## src/rtl/vedic_mul8_seq_ctrl.sv

```systemverilog
// rtl/vedic_mul8_seq_ctrl.sv - 8x8 unsigned multiply sequenced over one shared 4x4 core
//
// Computes product = a * b (16-bit) by issuing the four nibble partial
// products to an external 4x4 multiplier core and shift-accumulating them.
//
// Parameter:
//   CORE_LAT  0 = combinational core (sample in issue cycle)
//             1 = registered core (sample one cycle after issue)
//
// Ports:
//   clk, rst_n           clock, asynchronous active-low reset
//   in_valid/in_ready    operand handshake, a/b latched on accept
//   a, b                 8-bit unsigned operands
//   out_valid/out_ready  result handshake
//   product              16-bit result, held after the handshake
//   core_a, core_b       nibbles driven to the shared core
//   core_p               core result core_a*core_b
//   busy                 controller is not idle
//
// Optional macro VEDIC_MUL8_ZERO_SKIP_EN: a zero operand skips the core
// entirely and completes one cycle after accept with product 0.

module vedic_mul8_seq_ctrl #(
  parameter int CORE_LAT = 0
) (
  input  logic        clk,
  input  logic        rst_n,
  input  logic        in_valid,
  output logic        in_ready,
  input  logic [7:0]  a,
  input  logic [7:0]  b,
  output logic        out_valid,
  input  logic        out_ready,
  output logic [15:0] product,
  output logic [3:0]  core_a,
  output logic [3:0]  core_b,
  input  logic [7:0]  core_p,
  output logic        busy
);

  typedef enum logic [2:0] {
    S_IDLE, S_PP0, S_PP1, S_PP2, S_PP3, S_DONE
  } state_t;

  state_t      state, state_nxt;
  logic        phase, phase_nxt;
  logic [7:0]  a_q, b_q;
  logic [15:0] acc, prod_q;
  logic        accept;
  logic        sample;
  logic        zero_skip;
  logic [15:0] pp_shifted;

  assign accept    = in_valid && (state == S_IDLE);
  assign in_ready  = (state == S_IDLE);
  assign out_valid = (state == S_DONE);
  assign busy      = (state != S_IDLE);
  assign product   = prod_q;

`ifdef VEDIC_MUL8_ZERO_SKIP_EN
  assign zero_skip = (a == 8'h00) || (b == 8'h00);
`else
  assign zero_skip = 1'b0;
`endif

  always_comb begin
    state_nxt  = state;
    phase_nxt  = phase;
    sample     = 1'b0;
    core_a     = 4'h0;
    core_b     = 4'h0;
    pp_shifted = 16'h0000;

    unique case (state)
      S_IDLE: begin
        if (accept) begin
          state_nxt = zero_skip ? S_DONE : S_PP0;
          phase_nxt = 1'b0;
        end
      end
      S_PP0: begin
        core_a = a_q[3:0];
        core_b = b_q[3:0];
      end
      S_PP1: begin
        core_a = a_q[7:4];
        core_b = b_q[3:0];
      end
      S_PP2: begin
        core_a = a_q[3:0];
        core_b = b_q[7:4];
      end
      S_PP3: begin
        core_a = a_q[7:4];
        core_b = b_q[7:4];
      end
      S_DONE: begin
        if (out_ready) state_nxt = S_IDLE;
      end
      default: state_nxt = S_IDLE;
    endcase

    // Partial-product states: with a registered core the first cycle only
    // issues, the second (phase=1) samples. Operands stay constant across both.
    if (state inside {S_PP0, S_PP1, S_PP2, S_PP3}) begin
      sample = (CORE_LAT == 0) || phase;
      if (sample) begin
        phase_nxt = 1'b0;
        unique case (state)
          S_PP0:   state_nxt = S_PP1;
          S_PP1:   state_nxt = S_PP2;
          S_PP2:   state_nxt = S_PP3;
          default: state_nxt = S_DONE;
        endcase
      end else begin
        phase_nxt = 1'b1;
      end
    end

    // core_p only reaches the adder at a sample point, so an undriven core
    // elsewhere cannot contaminate the accumulator.
    if (sample) begin
      unique case (state)
        S_PP0:   pp_shifted = {8'h00, core_p};
        S_PP3:   pp_shifted = {core_p, 8'h00};
        default: pp_shifted = {4'h0, core_p, 4'h0};
      endcase
    end
  end

  always_ff @(posedge clk or negedge rst_n) begin
    if (!rst_n) begin
      state  <= S_IDLE;
      phase  <= 1'b0;
      a_q    <= 8'h00;
      b_q    <= 8'h00;
      acc    <= 16'h0000;
      prod_q <= 16'h0000;
    end else begin
      state <= state_nxt;
      phase <= phase_nxt;
      if (accept) begin
        a_q <= a;
        b_q <= b;
        acc <= 16'h0000;
        if (zero_skip) prod_q <= 16'h0000;
      end else if (sample) begin
        acc <= acc + pp_shifted;
        // product is a separate register so it survives the next accept
        if (state == S_PP3) prod_q <= acc + pp_shifted;
      end
    end
  end

endmodule
```

## config.mk

```make
export PLATFORM = sky130hd
export DESIGN_NAME = vedic_mul8_seq_ctrl
export DESIGN_NICKNAME = d
export VERILOG_FILES = /design/src/rtl/vedic_mul8_seq_ctrl.sv
export SDC_FILE = /design/constraint.sdc
export NUM_CORES = 1
export LEC_CHECK = 0
export ABC_AREA = 1
export ABC_CLOCK_PERIOD_IN_PS = 3500
export CORE_UTILIZATION = 35
export CTS_CLUSTER_DIAMETER = 40
export DETAILED_ROUTE_END_ITERATION = 8
export MAX_ROUTING_LAYER = met4
export PLACE_DENSITY = 0.66
export SYNTH_ARGS = -nofsm -noshare
export SYNTH_HDL_FRONTEND = slang
export SYNTH_SLANG_ARGS = --single-unit
export TNS_END_PERCENT = 10
```

## constraint.sdc

```tcl
create_clock -name clk -period 3.5 [get_ports clk]
set_clock_uncertainty 0.15 [all_clocks]
set_input_delay 0.7 -clock clk [delete_from_list [all_inputs] [get_ports clk]]
set_output_delay 0.7 -clock clk [all_outputs]
set_load 0.01 [all_outputs]
```

==> results of run 1 <==
==> sequential cells by signal (all words and copies together), names as in the netlist <==
register and cells:
a_q 8, acc 16, b_q 8, product 16
state 3
==> layer usage <==
metal / GRT usage / routed length (um) / vias to the layer above
met2: 0.314 / 3790 / 66
met4: 0.0501 / 120 / 0
met5: - / 0 / -
met3: 0.0273 / 350 / 11
li1: - / - / 1520
met1: 0.229 / 3720 / 1380
==> synth_stat cells (2+ instances only) <==
cell	instances
sky130_fd_sc_hd__clkbuf_1	2
sky130_fd_sc_hd__inv_2	2
sky130_fd_sc_hd__a22oi_1	8
sky130_fd_sc_hd__ha_1	15
sky130_fd_sc_hd__nand2_2	3
sky130_fd_sc_hd__nor3_1	4
sky130_fd_sc_hd__nand3b_1	3
sky130_fd_sc_hd__buf_6	2
sky130_fd_sc_hd__nor2_2	3
sky130_fd_sc_hd__a22o_1	4
sky130_fd_sc_hd__nor2_1	29
sky130_fd_sc_hd__inv_1	64
sky130_fd_sc_hd__xnor2_1	2
sky130_fd_sc_hd__nor2_4	2
sky130_fd_sc_hd__nand3_1	34
sky130_fd_sc_hd__a21oi_1	9
sky130_fd_sc_hd__dfrtp_1	51
sky130_fd_sc_hd__nand4_1	2
sky130_fd_sc_hd__nand2_1	181
sky130_fd_sc_hd__or2_2	4
sky130_fd_sc_hd__o21ai_0	18
sky130_fd_sc_hd__buf_4	4
sky130_fd_sc_hd__buf_2	2
==> worst max-delay path, cell delays in order (launching register included) <==
cell and delay, ns:
sky130_fd_sc_hd__dfrtp_1 0.39, sky130_fd_sc_hd__inv_1 0.11, sky130_fd_sc_hd__nor2_4 0.23, sky130_fd_sc_hd__inv_1 0.11, sky130_fd_sc_hd__nor2_4 0.21, sky130_fd_sc_hd__a21oi_1 0.07, sky130_fd_sc_hd__inv_1 0.14, sky130_fd_sc_hd__nand2_1 0.08
sky130_fd_sc_hd__o21ai_0 0.08, sky130_fd_sc_hd__clkdlybuf4s50_1 0.56
==> through the flow <==
step                 util  instances  hold WS [ns]  area (um^2)  power, mW
floorplan               -        454         0.254         3200       2.48
global placement    0.435        610         0.314         3830       3.13
detailed placement  0.435        610         0.315         3830       3.16
CTS                 0.448        618         0.326         3950       3.60
global route        0.448        618         0.347         3950       3.93
finish              0.448        618         0.286         3950       3.59
==> cells by family (layout without fill, tap and decap cells) <==
| group | count (synthesis) | in the layout | share of synthesized area |
|---|---|---|---|
| AOI/OAI and AO/OA | 40 | 40 | 0.0739 |
| xor gates and xnor gates | 3 | 3 | 0.00821 |
| adders and majority gates | 16 | 16 | 0.0649 |
| buffers and inverters | 77 | 133 | 0.101 |
| DFF | 51 | 51 | 0.399 |
| and+or+nand+nor | 267 | 267 | 0.353 |
==> power groups by stage <==
| stage | clock [mW] | combinational, mW | sequential, mW |
|---|---|---|---|
| finish | 0.430 | 2.15 | 1.01 |
| global route | 0.460 | 2.43 | 1.04 |
| CTS | 0.443 | 2.15 | 1.01 |
| detailed placement | 0 | 2.14 | 1.02 |
| global placement | 0 | 2.12 | 1.01 |
| floorplan | 0 | 1.45 | 1.03 |
==> worst max path at each step <==
stage | startpoint | end | slack (ns) | depth (start not counted)
after floorplan | state[0]$_DFFE_PN0P_ | acc[12]$_DFFE_PN0P_ | 1.01 | 17
after global placement | core_p[0] | product[8]$_DFFE_PN0P_ | 0.49 | 14
after detailed placement | core_p[0] | product[8]$_DFFE_PN0P_ | 0.47 | 14
after CTS | state[0]$_DFFE_PN0P_ | core_b[0] | 0.33 | 9
after global routing | state[0]$_DFFE_PN0P_ | core_b[2] | 0.16 | 9
final | state[0]$_DFFE_PN0P_ | core_b[0] | 0.36 | 9
==> cell type report <==
| cell class | instances | area (um^2) | area share |
|---|---|---|---|
| tap | 108 | 135 | 0.0342 |
| timing repair buffer | 58 | 566 | 0.143 |
| clock inverter | 3 | 46.3 | 0.0117 |
| clock buffer | 5 | 68.8 | 0.0174 |
| sequential | 51 | 1280 | 0.323 |
| multi-input combinational | 326 | 1600 | 0.406 |
| inverter | 67 | 254 | 0.0644 |
==> implementation parameters, run 1 <==
Parameter                              Value

Cells and area
  Number of nets in the layout ... 553
  Ant diodes ... 0
  # fillers ... 915
  Layout overhead on the synthesized area ... 23.3%
  Leading cell type in the layout, fill and taps excluded ... sky130_fd_sc_hd__nand2_1
  Share of layout cells above drive strength 1 ... 0.0588
  Most frequent cells in the layout ... 181 x sky130_fd_sc_hd__nand2_1, 64 x sky130_fd_sc_hd__inv_1, 53 x sky130_fd_sc_hd__clkdlybuf4s50_1

Pwr
  Power Internal ... a little under 2 mW
  Power share of the combinational group ... 0.598
  Total leakage power ... 2.14 nW
  Ratio of total power to cell area ... ~910 nW/um^2
  Switching Fraction ... 0.461
  Peak supply drop ... 0.458 mV
  Clock group share of total power ... 0.120
  Switching power total ... 1.65 mW
  Sequential group share of total power ... 0.282

Worst setup path
  Required arrival time at the worst endpoint ... roughly 2.7 ns
  Worst Reg2Reg Path Length in Cells ... 17
  Arrival time at the worst endpoint ... 2.29 ns
  Nature of the critical path endpoint ... output pin
  Element type at the critical path start ... flop
  Setup CP Type ... flop to output pin
  RR Startpoint ... state[0]$_DFFE_PN0P_
  R2R Setup Slk ... 0.56 ns
  Reg-to-Reg End ... product[8]$_DFFE_PN0P_
  Largest fanout on the critical path ... 7

Placed design
  Post-Place Worst Slack ... 0.473 ns
  HPWL after DPL ... 6010 um
  Number of buffers added on ports ... 54
  Final GP Congestion ... 0.892

Synth
  Fraction of synthesis flops using an asynchronous set or reset pin ... 1.00
  Number of enable flip-flop cells after synthesis ... 0
  Synth Cell Area ... 3200 um^2
  Library cell occupying the most area in the post-synthesis netlist ... sky130_fd_sc_hd__dfrtp_1
  Area share of the largest cell type after synthesis ... 0.399
  Count of yosys warnings during synthesis ... 0
  Average size of a mapped cell ... 7.05 um^2
  Leading post-synthesis cells by cell area ... sky130_fd_sc_hd__dfrtp_1 40%, sky130_fd_sc_hd__nand2_1 21%, sky130_fd_sc_hd__inv_1 7.5%
  Most used DFF post-synth ... sky130_fd_sc_hd__dfrtp_1
  Unique masters post-synth ... 29
  Syn Inst Count ... between 400 and 500
  Register bit total from synthesis ... between 50 and 60
  Net count after synthesis ... 498
  Seq/Total Area, Yosys ... 0.399

Detailed routing
  Iteration count of the initial detailed-routing pass ... 4
  Post-route DRC ... 0
  Detailed-route wire length per cell ... roughly 13 um
  Post-route antenna net violation count ... 0
  Number of vias in the routed layout ... just under 3,000
  Average via count per standard cell ... 4.82
  Sum of routed wire length over all layers ... 7990 um
  Initial DRC Count ... about 130

Die
  Die Span X ... 97.6 um
  Die footprint ... 9530 um^2
  Core Rows ... 34
  Effective utilization at floorplan ... 0.363
  I/O Pins ... 55
  Total core area ... roughly 9000 um^2
  Vertical extent of the die ... 97.6 um

GRT
  Initial antenna violation count ... 0
  All-Layer GR Usage ... 0.185
  Number of global-route vias before repair ... 2,965
  First-pass GRT wire length ... 13,700 um
  Pin count of the biggest net entering global routing ... 32
  Final global-route overflow total ... 0

Timing
  Count of endpoints failing hold in the final timing report ... 0
  RSZ-0062 raised after global routing ... false
  Post-layout minimum cycle time ... 3.14 ns
  Max Slew Vio Count ... 0
  Final Worst Setup Slack ... between 0.3 and 0.4 ns
  Worst Tran Pin Value ... 0.726 ns
  Rel. slew slack ... 0.516
  Peak Freq ... between 300 and 400 MHz
  Final period util ... 0.898
  Count of final setup violators ... 0
  Sum of negative setup slack ... 0 ns

Min path
  Min-Delay Path Class ... input port to async pin

Clocking
  Post-CTS Hold Buffers ... 0
  CTS H-Tree Depth ... 2
  TritonCTS clock tree ... yes
  Clock transition time at the flip-flop clock pins of the worst setup and hold paths ... roughly 0.10 ns
  Number of instances resized during post-cts repair ... 0
  Clock root buffer ... sky130_fd_sc_hd__clkbuf_8
  Clk Latency, worst-skew pair ... 0.31 ns
  Buffer levels on the longest clock path ... 2
  CTS sink count ... around 50
  Number of buffers inserted by post-CTS setup repair ... 0
  Number of buffers inserted during clock tree synthesis ... 5

Run
  Max capacitance violation total ... 0

Run status
  Result of the run ... complete, no violations
No activity file was read; power rests on OpenSTA's default activity.
==> inputs of run 2 (changes only) <==
--- a/config.mk
+++ b/config.mk
@@ -7,11 +7,13 @@
 export LEC_CHECK = 0
 export ABC_AREA = 1
 export ABC_CLOCK_PERIOD_IN_PS = 3500
+export CORE_ASPECT_RATIO = 0.6
 export CORE_UTILIZATION = 35
 export CTS_CLUSTER_DIAMETER = 40
 export DETAILED_ROUTE_END_ITERATION = 8
 export MAX_ROUTING_LAYER = met4
-export PLACE_DENSITY = 0.66
+export PLACE_DENSITY_LB_ADDON = 0.3
+export SLEW_MARGIN = 20
 export SYNTH_ARGS = -nofsm -noshare
 export SYNTH_HDL_FRONTEND = slang
 export SYNTH_SLANG_ARGS = --single-unit
==> run 2 against run 1 <==
  * The flow now finishes with violations (DRC)
  * Hold slack worse by 0.080 ns
  * Global-route usage is 0.68 points higher
  * Maximum frequency is 0.75% lower
  * Cell count is 0.65% higher
  * Worst setup slack worse by 0.024 ns
  * Routed wire length is 3.3% higher
  * Clock power is 37% higher
  * Final area is 1.7% higher
  * Sequential share of layout area is 0.54 points lower
  * Largest cell class unchanged
==> implementation parameters, run 2 (synthesis gave the netlist of run 1 again) <==
Parameter                              Value

Run status
  Result of the run ... finished, violations left
  Violations in the final reports ... DRC

Clocking
  TritonCTS clock tree ... yes
  Clock root buffer ... sky130_fd_sc_hd__clkbuf_16
  Buffer levels on the longest clock path ... 2 (unchanged)
  Clk Latency, worst-skew pair ... 0.30 ns (about the same)
  CTS sink count ... 51 (unchanged)
  Post-CTS Hold Buffers ... 0 (unchanged)
  Number of buffers inserted by post-CTS setup repair ... 0 (unchanged)
  Clock transition time at the flip-flop clock pins of the worst setup and hold paths ... 0.07 ns (-0.03 ns)
  Number of buffers inserted during clock tree synthesis ... 5 (unchanged)
  CTS H-Tree Depth ... 2 (unchanged)
  Number of instances resized during post-cts repair ... 0 (unchanged)

Timing
  Count of endpoints failing hold in the final timing report ... 0 (unchanged)
  Sum of negative setup slack ... 0 ns (unchanged)
  RSZ-0062 raised after global routing ... false
  Rel. slew slack ... 0.620 (+0.104)
  Worst Hold Slack ... 0.207 ns (-0.0798 ns)
  Post-layout minimum cycle time ... 3.17 ns (+0.0236 ns)
  Worst Tran Pin Value ... 0.570 ns (-0.156 ns)
  Max Slew Vio Count ... 0 (unchanged)
  Peak Freq ... 316 MHz (-0.75%)
  Final period util ... 0.905 (+0.00675)
  Count of final setup violators ... 0 (unchanged)

Cells and area
  Leading cell type in the layout, fill and taps excluded ... sky130_fd_sc_hd__nand2_1
  Final cell area excluding filler cells ... 4010 um^2 (+1.7%)
  Layout overhead on the synthesized area ... 25.4%
  Ant diodes ... 0 (unchanged)
  Share of layout cells above drive strength 1 ... 0.0588 (unchanged)
  Number of nets in the layout ... 553 (unchanged)
  Most frequent cells in the layout ... 181 x sky130_fd_sc_hd__nand2_1, 64 x sky130_fd_sc_hd__inv_1, 53 x sky130_fd_sc_hd__clkdlybuf4s50_1
  Final cell count without fillers ... 622 (+0.65%)

Detailed routing
  Initial DRC Count ... 151 (+19%)
  Sum of routed wire length over all layers ... 8260 um (+3.3%)
  Post-route DRC ... 2 (+2)
  Detailed-route wire length per cell ... 13.3 um (+2.7%)
  Average via count per standard cell ... 4.73 (-1.7%)
  Iteration count of the initial detailed-routing pass ... 6 (+2)
  Number of vias in the routed layout ... 2,944 (-1.1%)
  Post-route antenna net violation count ... 0 (unchanged)

GRT
  First-pass GRT wire length ... 14,000 um (+1.9%)
  All-Layer GR Usage ... 0.191 (+0.00683)
  Initial antenna violation count ... 0 (unchanged)
  Number of global-route vias before repair ... 2,931 (-1.1%)
  Final global-route overflow total ... 0 (unchanged)
  Pin count of the biggest net entering global routing ... 25 (-22%)

Worst setup path
  Arrival time at the worst endpoint ... 2.32 ns (+0.03 ns)
  Sum of buffers and inverters on the critical path ... 4 (unchanged)
  Required arrival time at the worst endpoint ... 2.65 ns (about the same)
  Largest fanout on the critical path ... 7 (unchanged)
  Family with the most delay on the worst path ... buffers and inverters
  Element type at the critical path start ... flop
  Nature of the critical path endpoint ... output pin
  Setup CP Type ... flop to output pin
  Worst-path cell with the longest stage delay ... sky130_fd_sc_hd__clkdlybuf4s50_1
  Most frequent cell on the critical path ... sky130_fd_sc_hd__inv_1
  Sequence of cells on the critical path ... inv_1 > nor2_4 > inv_1 > nor2_4 > a21oi_1 > inv_1 > nand2_1 > o21ai_0 > clkdlybuf4s50_1
  Largest stage delay, worst path ... 0.58 ns (+0.02 ns)

Die
  Die footprint ... 9540 um^2 (+0.13%)
  Core Rows ... 26 (-24%)
  Vertical extent of the die ... 76.1 um (-22%)
  I/O Pins ... 55 (unchanged)
  Total core area ... 8690 um^2 (-1.4%)
  Die Span X ... 125 um (+29%)
  Effective utilization at floorplan ... 0.368 (+0.00503)

Placed design
  Instance count after placement with tap cells included ... 614 (+0.66%)
  Number of buffers added on ports ... 54 (unchanged)
  Final GP Congestion ... 0.927 (+3.9%)
  Post-Place Cell Area ... 3840 um^2 (+0.13%)
  HPWL after DPL ... 6360 um (+5.9%)

Min path
  Min-Delay Path Class ... input port to async pin

Pwr
  Peak supply drop ... 0.356 mV (-22%)
  Ratio of total power to cell area ... 938 nW/um^2 (+3.3%)
  Total leakage power ... 2.17 nW (+1.5%)

Run
  Max capacitance violation total ... 0 (unchanged)
[run 2: cell types whose count changed in the layout (fill, tap and decap cells not counted), sizes merged]
cell	delta
clkbuf	+1
clkinvlp	-1
[run 2: routing by layer]
metal  part of all wire  track usage  vias up
met2               0.40        0.273       68
met4             0.0084       0.0463        0
li1                   -            -     1520
met5                  0            -        -
met1               0.54        0.274     1349
met3              0.048       0.0393        7
[run 2: final timing paths]
kind                                        startpoint                      end  slack [ns]  depth (start not counted)
worst max-delay path              state[0]$_DFFE_PN0P_                core_b[0]        0.33                          9
worst min-delay path                             rst_n   product[2]$_DFFE_PN0P_        0.21                          1
worst max register to register    state[0]$_DFFE_PN0P_  product[12]$_DFFE_PN0P_        0.52                         17
worst min register to register  product[5]$_DFFE_PN0P_   product[5]$_DFFE_PN0P_        0.33                          2
max in group asynchronous                        rst_n       a_q[0]$_DFFE_PN0P_        2.35                          2
min in group clk                product[5]$_DFFE_PN0P_   product[5]$_DFFE_PN0P_        0.33                          2
[run 2: power breakdown]
| group | total (mW) | internal (mW) | switching [mW] |
|---|---|---|---|
| logic | 2.16 | 0.860 | 1.30 |
| registers | 1.01 | 0.860 | 0.154 |
| clock network | 0.590 | 0.360 | 0.230 |
| total | 3.77 | 2.08 | 1.69 |
[run 2: worst register-to-register path: cells and delay by family, from the launching register on]
family,cells,cell delay [ns]
AND/OR/NAND/NOR,10,1.26
buffers and inverters,5,0.50
adder cells (fa/ha/maj),2,0.57
flip-flops,1,0.39
[run 2: layout make-up]
cell class,count,area (um^2)
inverters,67,254
fillers,869,4670
flip-flops and latches,51,1280
well taps,112,140
clock inverters,2,38.8
repair buffers,58,566
multi-input cells,326,1600
clock buffers,6,139
[run 2: through the flow]
step | total power, mW | utilization | setup slack (ns)
after floorplan | 2.48 | - | 1.01
after global placement | 3.13 | 0.442 | 0.450
after detailed placement | 3.18 | 0.442 | 0.452
after CTS | 3.78 | 0.462 | 0.345
after global routing | 4.11 | 0.462 | 0.156
final | 3.77 | 0.462 | 0.333
